**src/rtl/storage_router_pkg.sv**
```systemverilog
// Shared types and default sizing for the storage router and its line buffer.
// Widths below follow the default parameter set; the top re-derives its own from its parameters.
package storage_router_pkg;

    localparam int          DEF_MEM_W      = 32;
    localparam int          DEF_MEM_SZ     = 262144;
    localparam logic [31:0] DEF_SRAM_BASE  = 32'h0000_0000;
    localparam int          DEF_SRAM_WORDS = 2048;
    localparam logic [31:0] DEF_EXT_BASE   = 32'h0001_0000;
    localparam int          DEF_LINE_WORDS = 4;

    localparam int BYTE_OFF_W = $clog2(DEF_MEM_W / 8);
    localparam int SRAM_AW    = $clog2(DEF_SRAM_WORDS);
    localparam int EXT_AW     = $clog2(DEF_MEM_SZ) - BYTE_OFF_W;
    localparam int LINE_OFF_W = $clog2(DEF_LINE_WORDS);

    typedef enum logic [2:0] {
        IDLE,
        SRAM_RSP,
        HIT_RSP,
        ERR_RSP,
        FILL,
        PROG
    } state_e;

    typedef enum logic [1:0] {
        REG_SRAM,
        REG_EXT,
        REG_NONE
    } region_e;

    // Index width that stays at least one bit wide for single-word lines.
    function automatic int idxWidth(input int n);
        return (n > 1) ? $clog2(n) : 1;
    endfunction

endpackage

```
**src/rtl/storage_line_buffer.sv**
```systemverilog
// Single-line read buffer for the external window: tag, valid bit and LINE_WORDS data words.
// A fill start clears valid and captures the tag; invalidate wins over set-valid.
module storage_line_buffer #(
    parameter int MEM_W      = 32,
    parameter int LINE_WORDS = 4,
    parameter int TAG_W      = 14,
    parameter int IDX_W      = 2
) (
    input  logic             clk,
    input  logic             rst,
    input  logic             inval_i,
    input  logic             fill_start_i,
    input  logic [TAG_W-1:0] fill_tag_i,
    input  logic             wr_en_i,
    input  logic [IDX_W-1:0] wr_idx_i,
    input  logic [MEM_W-1:0] wr_data_i,
    input  logic             set_valid_i,
    input  logic [TAG_W-1:0] lookup_tag_i,
    output logic             hit_o,
    output logic [TAG_W-1:0] tag_o,
    input  logic [IDX_W-1:0] rd_idx_i,
    output logic [MEM_W-1:0] rd_data_o
);

    logic             valid_q;
    logic [TAG_W-1:0] tag_q;
    logic [MEM_W-1:0] data_q [LINE_WORDS];

    always_ff @(posedge clk or negedge rst) begin
        if (!rst) begin
            valid_q <= 1'b0;
            tag_q   <= '0;
        end else begin
            if (fill_start_i) begin
                valid_q <= 1'b0;
                tag_q   <= fill_tag_i;
            end else if (set_valid_i) begin
                valid_q <= 1'b1;
            end
            if (inval_i) begin
                valid_q <= 1'b0;
            end
        end
    end

    // Data words need no reset: they are only ever read behind a valid tag match.
    always_ff @(posedge clk) begin
        if (wr_en_i) begin
            data_q[wr_idx_i] <= wr_data_i;
        end
    end

    assign hit_o     = valid_q && (tag_q == lookup_tag_i);
    assign tag_o     = tag_q;
    assign rd_data_o = data_q[rd_idx_i];

endmodule

```
**src/rtl/storage_router.sv**
```systemverilog
// Routes single word requests from the core to the SRAM scratchpad or the read-only QSPI window,
// with a one-line read buffer in front of QSPI and a programming-mode lockout.
module storage_router
    import storage_router_pkg::*;
#(
    parameter int          MEM_W      = DEF_MEM_W,
    parameter int          MEM_SZ     = DEF_MEM_SZ,
    parameter logic [31:0] SRAM_BASE  = DEF_SRAM_BASE,
    parameter int          SRAM_WORDS = DEF_SRAM_WORDS,
    parameter logic [31:0] EXT_BASE   = DEF_EXT_BASE,
    parameter int          LINE_WORDS = DEF_LINE_WORDS
) (
    input  logic                                        clk,
    input  logic                                        rst,
    input  logic                                        req_valid,
    output logic                                        req_ready,
    input  logic                                        req_write,
    input  logic [31:0]                                 req_addr,
    input  logic [MEM_W-1:0]                            req_wdata,
    input  logic [MEM_W/8-1:0]                          req_be,
    output logic                                        rsp_valid,
    output logic [MEM_W-1:0]                            rsp_rdata,
    output logic                                        rsp_err,
    input  logic                                        prog_mode,
    output logic                                        prog_active,
    output logic                                        sram_cen_n,
    output logic                                        sram_gwen_n,
    output logic [MEM_W/8-1:0]                          sram_wen_n,
    output logic [$clog2(SRAM_WORDS)-1:0]               sram_addr,
    output logic [MEM_W-1:0]                            sram_d,
    input  logic [MEM_W-1:0]                            sram_q,
    output logic                                        ext_req,
    output logic [$clog2(MEM_SZ)-$clog2(MEM_W/8)-1:0]   ext_addr,
    input  logic                                        ext_ack,
    input  logic [MEM_W-1:0]                            ext_rdata
);

    localparam int          BytesPerWord = MEM_W / 8;
    localparam int          ByteOffW     = $clog2(BytesPerWord);
    localparam int          SramAw       = $clog2(SRAM_WORDS);
    localparam int          ExtAw        = $clog2(MEM_SZ) - ByteOffW;
    localparam int          LineOffW     = $clog2(LINE_WORDS);
    localparam int          IdxW         = idxWidth(LINE_WORDS);
    localparam int          TagW         = ExtAw - LineOffW;
    localparam logic [32:0] SramBytes    = 33'(SRAM_WORDS * BytesPerWord);
    localparam logic [32:0] ExtBytes     = 33'(MEM_SZ);
    localparam logic [IdxW-1:0] LastBeat = IdxW'(LINE_WORDS - 1);

    logic [32:0]       sramOff;
    logic [32:0]       extOff;
    region_e           region;
    logic [SramAw-1:0] sramIdx;
    logic [ExtAw-1:0]  extIdx;
    logic [TagW-1:0]   extTag;
    logic [IdxW-1:0]   extLineOff;
    logic              unusedAddrBits;

    state_e            state_q, state_d;
    logic              write_q, write_d;
    logic [IdxW-1:0]   off_q, off_d;
    logic [IdxW-1:0]   beat_q, beat_d;

    logic              bufHit;
    logic              bufInval;
    logic              bufFillStart;
    logic              bufWrEn;
    logic              bufSetValid;
    logic [TagW-1:0]   bufTag;
    logic [MEM_W-1:0]  bufRdata;

    // 33-bit offsets: an address below a window base underflows into bit 32 and fails the size test.
    assign sramOff = {1'b0, req_addr} - {1'b0, SRAM_BASE};
    assign extOff  = {1'b0, req_addr} - {1'b0, EXT_BASE};

    always_comb begin
        region = REG_NONE;
        if (sramOff < SramBytes) begin
            region = REG_SRAM;
        end else if (extOff < ExtBytes) begin
            region = REG_EXT;
        end
    end

    assign sramIdx        = sramOff[ByteOffW +: SramAw];
    assign extIdx         = extOff[ByteOffW +: ExtAw];
    assign extTag         = TagW'(extIdx >> LineOffW);
    assign extLineOff     = IdxW'(extIdx & ExtAw'(LINE_WORDS - 1));
    assign unusedAddrBits = ^{sramOff, extOff};

    // Ready is also held low while reset is asserted, so nothing is accepted during reset.
    assign req_ready = rst && (state_q == IDLE) && !prog_mode;

    always_ff @(posedge clk or negedge rst) begin
        if (!rst) begin
            state_q <= IDLE;
            write_q <= 1'b0;
            off_q   <= '0;
            beat_q  <= '0;
        end else begin
            state_q <= state_d;
            write_q <= write_d;
            off_q   <= off_d;
            beat_q  <= beat_d;
        end
    end

    always_comb begin
        state_d      = state_q;
        write_d      = write_q;
        off_d        = off_q;
        beat_d       = beat_q;
        bufInval     = 1'b0;
        bufFillStart = 1'b0;
        bufWrEn      = 1'b0;
        bufSetValid  = 1'b0;
        rsp_valid    = 1'b0;
        rsp_rdata    = '0;
        rsp_err      = 1'b0;
        prog_active  = 1'b0;
        ext_req      = 1'b0;
        ext_addr     = '0;
        sram_cen_n   = 1'b1;
        sram_gwen_n  = 1'b1;
        sram_wen_n   = '1;
        sram_addr    = '0;
        sram_d       = '0;

        case (state_q)
            IDLE: begin
                if (prog_mode) begin
                    state_d = PROG;
                end else if (req_valid && req_ready) begin
                    write_d = req_write;
                    case (region)
                        REG_SRAM: begin
                            sram_cen_n  = 1'b0;
                            sram_gwen_n = !req_write;
                            sram_wen_n  = ~req_be;
                            sram_addr   = sramIdx;
                            sram_d      = req_wdata;
                            state_d     = SRAM_RSP;
                        end
                        REG_EXT: begin
                            off_d = extLineOff;
                            if (req_write) begin
                                state_d = ERR_RSP;
                            end else if (bufHit) begin
                                state_d = HIT_RSP;
                            end else begin
                                bufFillStart = 1'b1;
                                beat_d       = '0;
                                state_d      = FILL;
                            end
                        end
                        default: state_d = ERR_RSP;
                    endcase
                end
            end

            SRAM_RSP: begin
                rsp_valid = 1'b1;
                rsp_rdata = write_q ? '0 : sram_q;
                state_d   = IDLE;
            end

            HIT_RSP: begin
                rsp_valid = 1'b1;
                rsp_rdata = bufRdata;
                state_d   = IDLE;
            end

            ERR_RSP: begin
                rsp_valid = 1'b1;
                rsp_err   = 1'b1;
                state_d   = IDLE;
            end

            // The requested word is served from the buffer once the whole line has landed.
            FILL: begin
                ext_req  = 1'b1;
                ext_addr = (ExtAw'(bufTag) << LineOffW) | ExtAw'(beat_q);
                if (ext_ack) begin
                    bufWrEn = 1'b1;
                    beat_d  = beat_q + IdxW'(1);
                    if (beat_q == LastBeat) begin
                        bufSetValid = 1'b1;
                        state_d     = HIT_RSP;
                    end
                end
            end

            PROG: begin
                prog_active = 1'b1;
                bufInval    = 1'b1;
                if (!prog_mode) begin
                    state_d = IDLE;
                end
            end

            default: state_d = IDLE;
        endcase
    end

    storage_line_buffer #(
        .MEM_W      (MEM_W),
        .LINE_WORDS (LINE_WORDS),
        .TAG_W      (TagW),
        .IDX_W      (IdxW)
    ) u_line_buffer (
        .clk          (clk),
        .rst          (rst),
        .inval_i      (bufInval),
        .fill_start_i (bufFillStart),
        .fill_tag_i   (extTag),
        .wr_en_i      (bufWrEn),
        .wr_idx_i     (beat_q),
        .wr_data_i    (ext_rdata),
        .set_valid_i  (bufSetValid),
        .lookup_tag_i (extTag),
        .hit_o        (bufHit),
        .tag_o        (bufTag),
        .rd_idx_i     (off_q),
        .rd_data_o    (bufRdata)
    );

endmodule

```
**config.mk**
```make
export PLATFORM = sky130hd
export DESIGN_NAME = storage_router
export DESIGN_NICKNAME = d
export VERILOG_FILES = /design/src/rtl/storage_router_pkg.sv /design/src/rtl/storage_line_buffer.sv /design/src/rtl/storage_router.sv
export SDC_FILE = /design/constraint.sdc
export NUM_CORES = 1
export LEC_CHECK = 0
export CORE_ASPECT_RATIO = 2
export CORE_MARGIN = 3
export CORE_UTILIZATION = 46
export CTS_CLUSTER_DIAMETER = 60
export DETAILED_ROUTE_END_ITERATION = 16
export PLACE_DENSITY_LB_ADDON = 0.15
export SLEW_MARGIN = 25
export SYNTH_ARGS = -nofsm -noshare
export SYNTH_HDL_FRONTEND = slang
export SYNTH_HIERARCHICAL = 1
export SYNTH_SLANG_ARGS = --single-unit
```
**constraint.sdc**
```tcl
create_clock -name clk -period 5 [get_ports clk]
set_input_delay 1 -clock clk [delete_from_list [all_inputs] [get_ports clk]]
set_output_delay 1 -clock clk [all_outputs]
set_load 0.005 [all_outputs]
```
Word-level counts from Yosys, hierarchy flattened

Memories as Yosys holds them, arrays and structs flattened.
Index checks and enable logic that the tools add are counted.

Register bits: 23
Bits in latches: 0
Bits in writable memories: 128
Memory bits (read-only): 0
Bits of input ports: 138
Output and inout bits: 102
Word-level logic and storage cells: 107
Memories kept: 1

Memories:

| name                 | depth | width | read ports | clocked after Yosys merged registers in | wr ports | line                      | text |
|---|---|---|---|---|---|---|---|
| u_line_buffer.data_q | 4     | 32    | 1          | 0                                       | 1        | storage_line_buffer.sv:27 | `logic [MEM_W-1:0] data_q [LINE_WORDS];` |

Add/subtract/negate cells: 2
$mul: 0
Div/mod/pow operators: 0
Order comparisons: 2
Eq/ne operators: 17
Shifts and indexed selects: 0
Muxes and demuxes: 61
Bitwise gates (word level): 3
Reductions and logical operators: 15

Operators by type and width:

| kind                   | count |
|---|---|
| $mux 32                | 5 |
| $pmux 32 s2            | 1 |
| $mux 11                | 4 |
| $lt 33x19->1 const B   | 1 |
| $sub 32x17->33 const B | 1 |
| $lt 32x14->1 const B   | 1 |
| $mux 1                 | 28 |
| $mux 3                 | 7 |
| $mux 16                | 1 |
| $mux 2                 | 8 |
| $mux 4                 | 4 |
| $or 16x2->16           | 1 |
| $eq 14x14->1           | 1 |
| $ne 2x2->1 const B     | 6 |
| $pmux 3 s3             | 1 |
| $reduce_and 4->1       | 2 |
| $reduce_and 7->1       | 1 |
| $eq 3x2->1 const B     | 2 |
| $eq 3x3->1 const B     | 2 |
| $pmux 3 s2             | 1 |
| $logic_and 1x1->1      | 4 |
| $ne 2x1->1 const B     | 2 |
| $not 4->4              | 1 |
| $pmux 2 s2             | 1 |
| other kinds (13)       | 14 |

Longest topological paths before layout

Word-level depth: 11
Mapped depth: 12

Modules after synthesis

The synthesis kept the hierarchy.

Modules (own cells, without submodules):

| module              | instances | cells an instance | area an instance (µm²) | seq. area each (µm²) |
|---|---|---|---|---|
| storage_line_buffer | 1         | 224               | 5392.7                 | 4219.0 |
| storage_router      | 1         | 195               | 1544.0                 | 200.2 |

Least setup slack after synthesis

OpenSTA, ideal clock, no wires.

Path kind: input -> register
Start point: input ext_ack
End point: memory u_line_buffer.data_q[0][0], enable pin
Library setup time: 0.468 ns
Arrival: 3.575 ns
Path slack: 0.958 ns
Cell stages on the path: 2
Buffers on the path: 0
Cell sequence: and3_1 -> nor3b_1

Word-level cells in the longest chain between the ends: 4

RTL lines:

| what                         | line                      | text |
|---|---|---|
| start, declared              | storage_router.sv:34      | `input logic ext_ack,` |
| $mux 1                       | storage_router.sv:182     | `if (ext_ack) begin` |
| $mux 1                       | storage_router.sv:128     | `case (state_q)` |
| $mux 1                       | storage_line_buffer.sv:48 | `if (wr_en_i) begin` |
| $mux 1 (not written as such) | storage_line_buffer.sv:49 | `data_q[wr_idx_i] <= wr_data_i;` |
| end, declared                | storage_line_buffer.sv:27 |  |

No other way between the ends.

Worst setup path after layout

Start point: input req_addr[16]
End point: output sram_d[20]

Word-level cells in the longest chain between the ends: 9
Elaborated cells on any way between the ends: 10

RTL lines:

| what                 | line                  | text |
|---|---|---|
| start, declared      | storage_router.sv:18  | `input logic [31:0] req_addr,` |
| $sub 32x17->33       | storage_router.sv:73  | `assign extOff = {1'b0, req_addr} - {1'b0, EXT_BASE};` |
| named net extOff[16] | storage_router.sv:50  | `logic [32:0] extOff;` |
| $lt 33x19->1         | storage_router.sv:79  | `end else if (extOff < ExtBytes) begin` |
| $mux 2               | storage_router.sv:79  |  |
| $mux 2               | storage_router.sv:77  | `if (sramOff < SramBytes) begin` |
| $logic_not 2->1      | storage_router.sv:134 | `case (region)` |
| $mux 32              | storage_router.sv:134 |  |
| $mux 32              | storage_router.sv:132 | `end else if (req_valid && req_ready) begin` |
| $mux 32              | storage_router.sv:130 | `if (prog_mode) begin` |
| $mux 32              | storage_router.sv:128 |  |
| end, declared        | storage_router.sv:30  | `output logic [MEM_W-1:0] sram_d,` |

The timed path passes the listed nets, and every way through them passes these cells.

==> results.sh <==
export IMPL_ff2ff_path_depth=7
export IMPL_placeableCoreArea_um2=14600
export IMPL_cts_htree_levels=4
export IMPL_yosys_cell_types_count=49
export IMPL_worstHoldPathType="reg2reg"
export IMPL_critical_path_required_ns=4.00
export IMPL_postSynthAreaPerCell_um2=16.6
export IMPL_grt_usage=0.215
export IMPL_hold_ws_ns=0.511
export IMPL_grt_first_pass_wirelength_mm=27.6
export IMPL_num_rows=62
export IMPL_antenna_left=0
export IMPL_post_route_min_period_ns=4.37
export IMPL_end_of_the_worst_hold_path="write_q"
export IMPL_p_leak_nw=3.55
export IMPL_synthesis_instances=419
export IMPL_timing_hold_violations_final=0
export IMPL_worst_case_register_to_register_setup_slack_ns=2.38
export IMPL_worst_path_most_repeated_cell="sky130_fd_sc_hd__clkdlybuf4s50_1"
export IMPL_critical_path_class="in2out"
export IMPL_place_hpwl_mm=12.8
export IMPL_drt_total_wl_mm=17.5
export IMPL_route_vias_total=4651
export IMPL_slew_viol_final=0
export IMPL_cts_hold_buffers_added=0
export IMPL_routed_wire_length_per_instance_um=20.3
export IMPL_setup_tns_ns=0
export IMPL_maximum_number_of_pins_on_one_net_before_global_route_repair=48
export IMPL_critical_path_max_stage_delay_ns=0.52
export IMPL_synth_net_count=559
export IMPL_floorplan_die_area_um2=16700
export IMPL_mappedNetlistArea_um2=6940
export IMPL_power_per_cell_area_nw_per_um2=365
export IMPL_fin_crit_sh=0.875
export IMPL_cts_num_sinks=151
export IMPL_crit_arrival_ns=3.37
export IMPL_finalNetCount=798
export IMPL_globalplace_congestion=0.774
export IMPL_finClkSkew_ns=0.00813
export IMPL_numPortBuffers=237
export IMPL_initial_antenna_violation_count=1
export IMPL_route_detailed_drc=0
export IMPL_via_count_of_the_first_global_routing_pass=5087
export IMPL_die_h_um=180
export IMPL_ir_worst_vdd_mv=0.284
export IMPL_starting_drc_count_in_detailed_routing=142
export IMPL_worst_setup_hold_path_clk_slew_ns=0.06
export IMPL_maxCapViolCount=0
export IMPL_cts_setup_buffers=0
export IMPL_non_filler_instances=863
export IMPL_global_route_overflow_total=0
export IMPL_area_growth_synth_to_final_pct=45.7
export IMPL_finalSetupViolCount=0
export IMPL_die_width_um=92.8
export IMPL_ios=240
export IMPL_worst_r2r_startpoint="u_line_buffer/tag_o[13]"
export IMPL_internal_power_mw=2.73
export IMPL_rsz0062_at_grt="false"
export IMPL_power_total_mw=3.69
export IMPL_cp_max_fo=47
export IMPL_post_cts_resized=0
export IMPL_cts_root_buf="sky130_fd_sc_hd__clkbuf_16"
export IMPL_post_place_cells=831
export IMPL_timing_slew_headroom=0.385
export IMPL_ys_seq_area_frac=0.637
export IMPL_power_switching_mw=0.965
export IMPL_p_sw_frac=0.261
export IMPL_path_cells="clkdlybuf4s50_1, inv_1, ha_1, nand4_1, nor3_4, buf_4, and2_1, clkdlybuf4s50_1"
export IMPL_flip_flop_and_latch_count_after_synthesis=151
export IMPL_skew_pair_late_insertion_delay_ns=0.41
export IMPL_critical_path_slowest_cell="sky130_fd_sc_hd__clkdlybuf4s50_1"
export IMPL_tritoncts="done"
export IMPL_setup_worst_path_end_class="output port"
export IMPL_final_layout_size_suffix_gt1_frac=0.163
export IMPL_power_frac_clock=0.359
export IMPL_pwr_share_seq=0.434
export IMPL_crit_path_start_kind="input pin"
export IMPL_r2r_end="u_line_buffer/tag_o[10]"
export IMPL_comb_power_share=0.207
export IMPL_worstHoldStart="write_q"
export IMPL_viasPerCell=5.39
export IMPL_max_freq_mhz=229
export IMPL_status="finished clean"
export IMPL_min_path_cells=2
export IMPL_number_of_cts_inserted_buffers=17
export IMPL_drt_pass1_iter_count=4
export IMPL_worst_slew_pin_slew_ns=0.923
export IMPL_yosysWarningCount=6
export IMPL_initial_cell_density_of_the_core=0.476
export IMPL_maximum_buffer_depth_of_the_clock_tree=2
## layout make-up
| cell class | count | area (um^2) |
|---|---|---|
| Antenna cell | 1 | 2.50 |
| Clock buffer | 17 | 425 |
| Tap cell | 192 | 240 |
| Multi-Input combinational cell | 235 | 2330 |
| Fill cell | 1056 | 4470 |
| Inverter | 7 | 26.3 |
| Timing Repair Buffer | 246 | 2470 |
| Clock inverter | 14 | 191 |
| Sequential cell | 151 | 4420 |
## through the flow
stage | utilization | instance area (um^2) | setup slack [ns]
6_report | 0.693 | 10100 | 0.626
5_1_grt | 0.693 | 10100 | 0.482
4_1_cts | 0.693 | 10100 | 0.610
3_5_place_dp | 0.651 | 9490 | 0.612
3_3_place_gp | 0.648 | 9450 | 0.615
2_1_floorplan | - | 6940 | 0.958
## cells by family (layout without fill, tap and decap cells)
family | after synthesis | after routing | synth area share
simple gates | 115 | 115 | 0.106
other cells | 0 | 1 | 0
flops | 151 | 151 | 0.637
buf+inv | 33 | 284 | 0.0305
xor+xnor | 16 | 16 | 0.0202
fa+ha+maj | 2 | 2 | 0.00361
mux | 49 | 49 | 0.133
compound gates | 53 | 53 | 0.0705
## cells in the mapped netlist, drive strengths merged
| master | number | share of area |
|---|---|---|
| or3 | 1 | 0.0011 |
| nor4 | 3 | 0.0036 |
| inv | 7 | 0.0038 |
| xor2 | 1 | 0.0013 |
| a32o | 1 | 0.0014 |
| o22ai | 1 | 0.00090 |
| buf | 17 | 0.022 |
| nand4 | 4 | 0.0036 |
| a22oi | 1 | 0.0018 |
| o21ba | 1 | 0.0014 |
| o2bb2ai | 1 | 0.0013 |
| mux2 | 17 | 0.028 |
| nand4b | 1 | 0.0034 |
| mux4 | 32 | 0.10 |
| a311oi | 1 | 0.0013 |
| and4b | 1 | 0.0014 |
| dfrtp | 23 | 0.083 |
| a31oi | 2 | 0.0040 |
| nor3 | 6 | 0.0076 |
| nor4b | 3 | 0.0047 |
| a2111oi | 2 | 0.0061 |
| xnor2 | 15 | 0.019 |
| a22o | 34 | 0.043 |
| o21a | 1 | 0.0011 |
| and3 | 19 | 0.017 |
| o21ai | 4 | 0.0029 |
| or2 | 3 | 0.0027 |
| nand3 | 2 | 0.0022 |
| nor2 | 10 | 0.0054 |
| nor3b | 2 | 0.0022 |
| a32oi | 3 | 0.0038 |
| edfxtp | 128 | 0.55 |
| and2 | 44 | 0.040 |
| and3b | 3 | 0.0038 |
| clkbuf | 9 | 0.0049 |
| ha | 2 | 0.0036 |
| nand2 | 13 | 0.0070 |
| a2111o | 1 | 0.0016 |
## placed cells by master, fill, tap and decap left out, types with 3 or more instances in the layout
master                            instances
sky130_fd_sc_hd__or2_2                    3
sky130_fd_sc_hd__dfrtp_1                 21
sky130_fd_sc_hd__a32oi_1                  3
sky130_fd_sc_hd__bufinv_16                3
sky130_fd_sc_hd__clkdlybuf4s50_1        237
sky130_fd_sc_hd__and2_1                  44
sky130_fd_sc_hd__xnor2_1                 15
sky130_fd_sc_hd__nor2_1                   8
sky130_fd_sc_hd__mux4_2                  30
sky130_fd_sc_hd__nand4_1                  4
sky130_fd_sc_hd__mux2_2                  15
sky130_fd_sc_hd__clkbuf_16               17
sky130_fd_sc_hd__edfxtp_1               128
sky130_fd_sc_hd__inv_8                    3
sky130_fd_sc_hd__inv_6                    4
sky130_fd_sc_hd__and3_1                  18
sky130_fd_sc_hd__nand2_1                 13
sky130_fd_sc_hd__a22o_1                  34
sky130_fd_sc_hd__buf_4                    7
sky130_fd_sc_hd__o21ai_0                  4
sky130_fd_sc_hd__nor3_1                   3
sky130_fd_sc_hd__inv_1                    7
## power groups by stage
stage	clock, mW	sequential, mW	combinational, mW
2_1_floorplan	0	1.57	0.381
3_3_place_gp	0	1.62	0.744
3_5_place_dp	0	1.63	0.770
4_1_cts	1.35	1.60	0.774
5_1_grt	1.41	1.62	0.822
6_report	1.32	1.60	0.765
## routing by layer
layer,share of wire,GRT usage,vias up
li1,-,-,2143
met1,0.34,0.225,2321
met2,0.58,0.409,166
met5,0,0,-
met3,0.062,0.0544,21
met4,0.019,0.0658,0
## critical path: cells and delay by family
kind | cells | cell delay (ns)
buf+inv | 4 | 1.50
simple gates | 3 | 0.57
fa+ha+maj | 1 | 0.27
## worst max-delay path by stage
stage,end,start,slack (ns),cells past startpoint
after floorplan,u_line_buffer/data_q[0][0],ext_ack,0.96,2
after global placement,sram_addr[10],req_addr[15],0.61,7
after detailed placement,sram_d[14],req_addr[16],0.61,8
after CTS,sram_d[14],req_addr[16],0.61,8
after global routing,sram_d[22],req_addr[16],0.48,8
final,sram_d[20],req_addr[16],0.63,8
## state kept, by name (all words and copies together), names as in the netlist
signal and count:
u_line_buffer/tag_o 14, write_q 1, off_q 2, state_q 3, beat_q 2, u_line_buffer/data_q 128
u_line_buffer/valid_q 1
Power figures use the tool's default switching activity.
==> patch (same flow settings) <==
The 6 states of `state_e` get a one-hot encoding in 6 bits.
--- a/src/rtl/storage_router_pkg.sv
+++ b/src/rtl/storage_router_pkg.sv
@@ -14,13 +14,13 @@
     localparam int EXT_AW     = $clog2(DEF_MEM_SZ) - BYTE_OFF_W;
     localparam int LINE_OFF_W = $clog2(DEF_LINE_WORDS);
 
-    typedef enum logic [2:0] {
-        IDLE,
-        SRAM_RSP,
-        HIT_RSP,
-        ERR_RSP,
-        FILL,
-        PROG
+    typedef enum logic [5:0] {
+        IDLE     = 6'b000001,
+        SRAM_RSP = 6'b000010,
+        HIT_RSP  = 6'b000100,
+        ERR_RSP  = 6'b001000,
+        FILL     = 6'b010000,
+        PROG     = 6'b100000
     } state_e;
 
     typedef enum logic [1:0] {
Check against the original RTL: no difference found for any inputs over 4 cycles, from zero or initial values and one cycle with rst low; so few cycles prove little.
==> patch against the unedited design <==
Non-clock buffer count grew 2; sequential cell count grew 3; core utilization shrank 0.41 points; cell area grew 2.1%; hold slack gained 0.016 ns; global-route usage shrank 0.89 points; area after synthesis grew 2.1%; routed wire length shrank 2.0%; worst setup slack lost 0.12 ns; largest cell class unchanged.
Power is not compared: it rests on default switching activity, and its combinational part moved more than twofold at a synthesized area within 25%.
==> patch: results (changes against the unedited design) <==
The clock skew was 0.0106 ns (+0.00250 ns); the global-route wire length before repair was 26.8 mm (-2.8%). The routed via count divided by cell count was 5.40 (+0.11%). The mean instance size in the synthesized netlist was 15.8 µm² (-4.3%). The final RePlAce weighted congestion was 0.785 (+1.4%); the count of TritonRoute iterations in the first routing pass was 5 (+1).

The largest driver fanout on the critical path is 49 (+4.3%). The flow ran to the end, and the final reports show no timing, DRC or antenna violations. For the number of DRC violations after detailed-routing iteration 0, the log shows 165 (+16%). The cell with the largest stage delay on the worst path was sky130_fd_sc_hd__or4_1.

The fraction of registers with async set or reset after synthesis was 0.169 (+0.0165); the number of global-route vias before repair was 5315 (+4.5%). Share of cell area taken by muxes after synthesis: 0.132 (-0.000244). The area of all sequential standard cells was 4500 µm² (+1.7%). The run gives 50 (+4.2%) as the pin count of the biggest net entering global routing. The final critical-path share of the clock period was 0.898 (+0.0231); the number of nets in the layout was 830 (+4.0%).

The post-detailed-routing wire length is 17.2 mm (-2.0%). The tools report the antenna diode count as 0 (-1). The tools report the initial antenna violation count as 0 (-1).

The area share of xor/xnor cells in the synthesized design is 0.0223 (+0.00206), and the HPWL after detailed placement is 12.4 mm (-2.8%). Post-placement cell area: 9660 µm² (+1.9%). The smallest hold slack was 0.527 ns (+0.0160 ns); the sequential fraction of the synthesis area was 0.635 (-0.00228). The slack of the worst reg-to-reg path came out at 2.54 ns (+0.16 ns).

The proportion of layout cells with a drive suffix above 1 is 0.139 (-0.0233), and the delay of the slowest critical-path stage is 0.62 ns (+0.10 ns). In the post-synthesis netlist, the biggest area contributors are sky130_fd_sc_hd__edfxtp_1 54%, sky130_fd_sc_hd__mux4_2 9.5%, sky130_fd_sc_hd__dfrtp_1 8.8%. The worst max-slew margin expressed relative to the limit was 0.409 (+0.0236). The post-synthesis share of cell area spent on full adders, half adders and majority gates works out to 0.00353 (-0.0000739). Total instance count after detailed placement: 865 (+4.1%). Count of placed standard cells in the final layout, fillers left out: 898 (+4.1%). By count the netlist is led by 128 x sky130_fd_sc_hd__edfxtp_1, 61 x sky130_fd_sc_hd__and2_1, 33 x sky130_fd_sc_hd__a22o_1. The worst endpoint data arrival time was 3.49 ns (+0.12 ns); the compound-gate portion of the synthesized area was 0.0633 (-0.00728). The number of fillers in the final layout is 1069 (+1.2%), and the total global-route track usage is 0.206 (-0.00892).

The distinct cell type count of the synthesized netlist came out at 50 (+2.0%). Number of nets produced by synthesis: 587 (+5.0%).
patch: cell types whose count changed in the layout (fill, tap and decap cells not counted), moves of 5 or more:
cell,change
sky130_fd_sc_hd__and2_1,+17
sky130_fd_sc_hd__and3_1,-16
sky130_fd_sc_hd__clkbuf_1,+5
sky130_fd_sc_hd__clkbuf_16,+5
sky130_fd_sc_hd__nand4_1,+5
patch: layout make-up:
class                      instances  area share
sequential                       154       0.436
timing repair buffer             248       0.240
multi-input combinational        258       0.235
clock buffer                      29      0.0578
tap                              195      0.0236
inverter                          11     0.00400
clock inverter                     3     0.00388
patch: power by group through the flow:
stage               logic [µW]  registers, µW  clock network (µW)
global route               257           1440                1400
floorplan                 81.7           1450                   0
detailed placement         235           1460                   0
finish                     235           1430                1320
global placement           226           1460                   0
CTS                        236           1440                1340
patch: worst paths after layout:
path                            depth (start not counted)          from                      to
min in group asynchronous                               2           rst  u_line_buffer/tag_o[0]
worst max-delay path                                    8  req_addr[24]              sram_d[10]
max in group asynchronous                               2           rst              state_q[0]
worst max register to register                          6    state_q[0]                off_q[0]
worst min-delay path                                    1      off_q[1]                off_q[1]
worst min register to register                          1      off_q[1]                off_q[1]
patch: critical path: cells and delay by family:
kind	cells	cell delay, ns
and+or+nand+nor	5	1.28
buffers and inverters	3	1.20
patch: logic make-up after synthesis:
logic type	Yosys count
muxes	50
AOI/OAI and AO/OA	53
adders and majority gates	2
buffers and inverters	35
xor gates and xnor gates	18
DFF	154
and+or+nand+nor	135
patch: layer usage:
layer	global-route usage	up-vias	routed length [µm]
met1	0.200	2376	5630
li1	-	2240	-
met5	0	-	0
met2	0.394	205	10000
met3	0.0684	24	1190
met4	0.0654	0	350
